[src/rtl/bt_pipe_in_rx.sv]
// bt_pipe_in_rx
// Receive end of the PC->FPGA block-throttled pipe. Whole host blocks of 32-bit
// words are buffered in an internal FIFO. ep_ready is raised only when a full
// block fits. Each word is unpacked into 4 bytes on a valid/ready stream, with
// the least significant byte first.
//
// State table:
//   state | meaning
//   IDLE  | waiting for a block strobe; ep_ready may be high
//   RECV  | accepting the BLOCK_WORDS words of the current block
//
// Ports:
//   clk, reset        okClk, synchronous active-high reset
//   ep_write          okBTPipeIn write strobe, one word per high cycle
//   ep_dataout        okBTPipeIn word, valid while ep_write=1
//   ep_blockstrobe    okBTPipeIn block start pulse
//   ep_ready          space for a whole block and idle (registered)
//   out_data          byte stream data
//   out_valid         byte stream valid
//   out_ready         byte stream ready
//   level             FIFO occupancy in words (unpack register not counted)
//   block_count       completed blocks, wraps at 16 bits
//   proto_err         sticky protocol violation flag
module bt_pipe_in_rx #(
  parameter int DEPTH       = 64,
  parameter int BLOCK_WORDS = 16
) (
  input  logic                     clk,
  input  logic                     reset,
  input  logic                     ep_write,
  input  logic [31:0]              ep_dataout,
  input  logic                     ep_blockstrobe,
  output logic                     ep_ready,
  output logic [7:0]               out_data,
  output logic                     out_valid,
  input  logic                     out_ready,
  output logic [$clog2(DEPTH):0]   level,
  output logic [15:0]              block_count,
  output logic                     proto_err
);

  localparam int AW = $clog2(DEPTH);
  localparam int LW = AW + 1;
  localparam int CW = $clog2(BLOCK_WORDS) + 1;

  typedef enum logic {IDLE, RECV} state_t;

  state_t        state;
  state_t        state_nxt;
  logic [31:0]   mem [DEPTH];
  logic [AW-1:0] wr_ptr;
  logic [AW-1:0] rd_ptr;
  logic [CW-1:0] word_cnt;
  logic [31:0]   unp_word;
  logic [1:0]    unp_idx;

  logic          strobe_ok;
  logic          write_recv;
  logic          last_word;
  logic          fifo_full;
  logic          fifo_empty;
  logic          push;
  logic          pop;
  logic          unp_accept;
  logic          unp_free;
  logic          proto_set;
  logic [LW-1:0] level_nxt;
  logic          ep_ready_nxt;

  assign fifo_full  = (level == LW'(DEPTH));
  assign fifo_empty = (level == '0);
  assign strobe_ok  = (state == IDLE) && ep_ready && ep_blockstrobe;
  assign write_recv = (state == RECV) && ep_write;
  assign last_word  = write_recv && (word_cnt == CW'(BLOCK_WORDS - 1));
  assign push       = write_recv && !fifo_full;

  // The unpacker can take a new word when empty, or when its last byte is
  // leaving this cycle, which keeps the byte stream free of bubbles.
  assign unp_accept = out_valid && out_ready;
  assign unp_free   = !out_valid || (unp_accept && (unp_idx == 2'd3));
  assign pop        = unp_free && !fifo_empty;

  assign level_nxt  = level + LW'(push) - LW'(pop);

  always_comb begin
    state_nxt = state;
    if (strobe_ok)
      state_nxt = RECV;
    else if (last_word)
      state_nxt = IDLE;
  end

  assign ep_ready_nxt = (state_nxt == IDLE) && (level_nxt <= LW'(DEPTH - BLOCK_WORDS));

  assign proto_set = (ep_blockstrobe && ((state == RECV) || !ep_ready))
                   || (ep_write && (state == IDLE))
                   || (write_recv && fifo_full);

  assign out_data = unp_word[{unp_idx, 3'b000} +: 8];

  // Storage has no reset; validity is tracked by the pointers and level.
  always_ff @(posedge clk) begin
    if (push)
      mem[wr_ptr] <= ep_dataout;
  end

  always_ff @(posedge clk) begin
    if (reset) begin
      state       <= IDLE;
      wr_ptr      <= '0;
      rd_ptr      <= '0;
      level       <= '0;
      word_cnt    <= '0;
      unp_word    <= '0;
      unp_idx     <= '0;
      out_valid   <= 1'b0;
      ep_ready    <= 1'b0;
      block_count <= '0;
      proto_err   <= 1'b0;
    end else begin
      state    <= state_nxt;
      level    <= level_nxt;
      ep_ready <= ep_ready_nxt;

      if (proto_set)
        proto_err <= 1'b1;

      if (strobe_ok)
        word_cnt <= '0;
      else if (write_recv)
        word_cnt <= word_cnt + CW'(1);

      if (last_word)
        block_count <= block_count + 16'd1;

      if (push)
        wr_ptr <= wr_ptr + AW'(1);

      if (pop) begin
        unp_word  <= mem[rd_ptr];
        unp_idx   <= 2'd0;
        out_valid <= 1'b1;
        rd_ptr    <= rd_ptr + AW'(1);
      end else if (unp_accept) begin
        unp_idx <= unp_idx + 2'd1;
        if (unp_idx == 2'd3)
          out_valid <= 1'b0;
      end
    end
  end

endmodule

[config.mk]
export PLATFORM = sky130hd
export DESIGN_NAME = bt_pipe_in_rx
export DESIGN_NICKNAME = d
export VERILOG_FILES = /design/src/rtl/bt_pipe_in_rx.sv
export SDC_FILE = /design/constraint.sdc
export NUM_CORES = 2
export LEC_CHECK = 0
export CAP_MARGIN = 20
export CORE_ASPECT_RATIO = 1.75
export CORE_UTILIZATION = 41
export CTS_BUF_LIST = sky130_fd_sc_hd__clkbuf_2 sky130_fd_sc_hd__clkbuf_4 sky130_fd_sc_hd__clkbuf_8
export DETAILED_ROUTE_END_ITERATION = 12
export HOLD_SLACK_MARGIN = 0.1
export PLACE_DENSITY = 0.65
export SLEW_MARGIN = 20
export SYNTH_ARGS = -nofsm -noshare
export SYNTH_HDL_FRONTEND = slang
export SYNTH_SLANG_ARGS = --single-unit
[constraint.sdc]
create_clock -name clk -period 3.2 [get_ports clk]
set_input_delay 0.32 -clock clk [delete_from_list [all_inputs] [get_ports clk]]
set_output_delay 0.32 -clock clk [all_outputs]
set_load 0.02 [all_outputs]
==> impl_metrics.yaml <==
grt:
  busiest_layer: "met2"
  grt_pass1_wl_mm: 299
  grt.met2_usage_pct: 37.4
  use_met3_pct: 3.09
  globalRoute.totalOverflow: 0
  grt_start_max_net_pins: 65
  grt_usage_pct: 20.6
  met1_usage_pct: 24.6
  antenna_found_initial: 15
  grt_pass1_vias: 42100
timing:
  rsz0062_at_grt: "false"
  period_needed_ns: 3.12
  final.period_utilization_pct: 97.5
  maxSlewViolCount: 0
  hold_violations: 0
  finalClockSkew_ns: 0.0781
  tightest_slew_ns: 1.13
  slew_headroom_pct: 24.8
  max_freq_mhz: 321
  timing.hold.ws_ns: 0.155
  setup_viol: 0
floorplanning:
  die_h_microns: 593
  fp.coreArea_sq_mm: 0.198
  io_pins: 71
  die_w_microns: 340
  die_area_sq_mm: 0.201
  num_rows: 216
  start_util_pct: 41.3
detailed_routing:
  drtPass1Iterations: 7
  drt_first_iter_violations: 3462
  num_vias: 40500
  wire_per_inst_microns: 29.2
  drt-vias-per-instance: 5.69
  drc: 0
  ant_nets: 0
  wl_mm: 208
placed_design:
  gp_congestion: 0.847
  dp_hpwl_mm: 128
  dpl-instance-area_sq_mm: 0.0885
  port_buffers: 70
final_layout:
  ff_latch_area_sq_mm: 0.0631
  area_growth_pct: 16.0
  drive_gt1_share_pct: 31.8
  nFillCells: 16000
  multiInputGateArea_sq_mm: 0.0180
  final_nets: 4317
  design_area_sq_mm: 0.0949
power_and_ir_drop:
  leakage_nw: 29.2
  power_density_mw_per_mm2: 625
  ir_worst_vdd_mv: 0.306
synthesis:
  yosys_register_bits: 2126
  synth_top_flop_cell: "edfxtp_1"
  yosys.area.top_type: "edfxtp_1"
  synth_top_area_share_pct: 75.2
  netlist_area_sq_mm: 0.0818
  avgSynthCellArea_sq_um: 21.7
  synth_commonest_cells: "edfxtp_1 (2048), mux4_2 (488), mux2i_1 (158)"
  syn_inst: 3776
  async_flop_share_pct: 0
  yosysWarnings: 0
  ys_types: 59
  synthTopCellsByArea: "edfxtp_1 (75%), mux4_2 (13%), mux2i_1 (1.9%), dfxtp_1 (1.9%), o221ai_1 (0.93%)"
  yosysSeqAreaShare_pct: 77.1
  synth_edf_count: 2048
  synth.most_common_cell: "edfxtp_1"
  syn_nets: 3829
clocking:
  cts_root_buf: "clkbuf_8"
  path_clk_slew_ns: 0.06
  cts.sinks: 2126
  worstSkewPairLatency_ns: 0.92
  clock_path_buffers: 4
  h-tree-depth: 5
  cts_tree: "built"
  cts_made_buffers: 302
worst_setup_path:
  crit_fanout: 9
  crit_chain: "buf_4 > mux4_2 > clkdlybuf4s50_1"
  critical_path_class: "flip-flop to output pin"
  slowest_delay_ns: 0.68
  cp-start-kind: "flip-flop"
  cp-end-kind: "output pin"
  crit_slowest_cell: "mux4_2"
  required_ns: 2.88
  rrSetupSlack_ns: 0.15
  critPathArrivalTime_ns: 2.80
run:
  max-cap-violations: 0
status:
  status: "finished, final reports clean"
hold_path:
  min_path_type: "input port to flip-flop"
-- power breakdown --
part	internal [mW]	switching, mW	total (mW)
Combinational	3.17	3.77	6.94
Sequential	30.7	0.392	31.1
Clock	11.3	10.0	21.3
Total	45.2	14.2	59.3
-- final timing paths --
path / startpoint / end / depth (start not counted)
setup / recovery: unp_idx[0] / out_data[4] / 3
hold / removal: ep_dataout[8] / mem[50][8] / 1
setup reg to reg: rd_ptr[2] / unp_word[22] / 7
hold reg to reg: word_cnt[4] / word_cnt[4] / 2
-- per-layer routing --
layer / up-vias / part of all wire [%]
met5: - / 0.027
met4: 10 / 3.8
met3: 384 / 5.7
met2: 1451 / 53
met1: 21800 / 37
li1: 16800 / -
-- worst max-delay path: cells and delay by family (launching register included) --
family / cells / cell delay [ns]
buffers and inverters: 2 / 0.87
DFF: 1 / 0.33
muxes: 1 / 0.68
-- final cells by class --
cell class	count	area share (%)
Inverter	46	0.183
Tap cell	2616	3.45
Sequential cell	2126	66.5
Clock inverter	112	0.815
Timing Repair Buffer	392	4.58
Multi-Input combinational cell	1396	19.0
Antenna cell	9	0.0237
Clock buffer	413	5.46
-- metrics by stage --
stage | power (mW) | setup TNS (ns) | cells | util, % | setup WS, ns
global placement | 38.5 | -0.132 | 6541 | 44.7 | -0.0890
detailed placement | 38.5 | -0.0642 | 6541 | 44.7 | -0.0616
floorplan | 35.6 | -121.38 | 3776 | - | -0.163
global route | 61.2 | 0 | 7103 | 47.9 | 0.00319
CTS | 59.7 | 0 | 7082 | 47.7 | 0.00162
finish | 59.3 | 0 | 7110 | 47.9 | 0.0801
-- cells in the final DEF, fill, tap and decap left out, types with 14 or more instances in the layout --
cell and n:
edfxtp_1 2048, mux4_2 488, clkbuf_8 332, buf_4 203, mux2i_1 158, buf_12 103, nand2_1 95, o221ai_1 87
clkbuf_4 81, dfxtp_1 73, nor2_4 64, mux2_2 64, clkinv_1 63, a211oi_1 62, nor2_1 46, inv_1 44
a21oi_1 44, o21ai_0 36, clkdlybuf4s50_1 35, and2_1 31, clkinv_2 29, or4_1 29, dlygate4sd3_1 29, o21ai_1 28
buf_2 20, ha_1 15, xor2_1 14, xnor2_1 14
-- flip-flops by register name (all words and copies together), names as in the netlist --
register / cells
block_count: 16
ep_ready: 1
level: 7
mem: 2048
out_valid: 1
proto_err: 1
rd_ptr: 6
state: 1
unp_idx: 2
unp_word: 32
word_cnt: 5
wr_ptr: 6
-- cell families (layout without fill, tap and decap cells) --
kind of cell,Yosys count,count (layout),synth area share (%)
flip-flops,2126,2126,77.1
multiplexers,710,710,16.3
AND/OR/NAND/NOR,346,346,2.07
AO/OA/AOI/OAI,295,295,2.52
buffers and inverters,254,963,1.46
XOR/XNOR,29,29,0.311
adder cells (fa/ha/maj),16,16,0.254
other,0,9,0
-- timing repair --
| action | CTS | global route |
|---|---|---|
| pin swaps | 0 | 1 |
| gates resized for setup | 2 | 4 |
| endpoints found under the setup margin | 2 | 4 |
| gates cloned | 0 | 0 |
| setup buffers | 0 | 6 |
| endpoints found under the hold margin | 285 | 832 |
| hold buffers | 16 | 13 |
No activity file was read; power rests on OpenSTA's default activity.
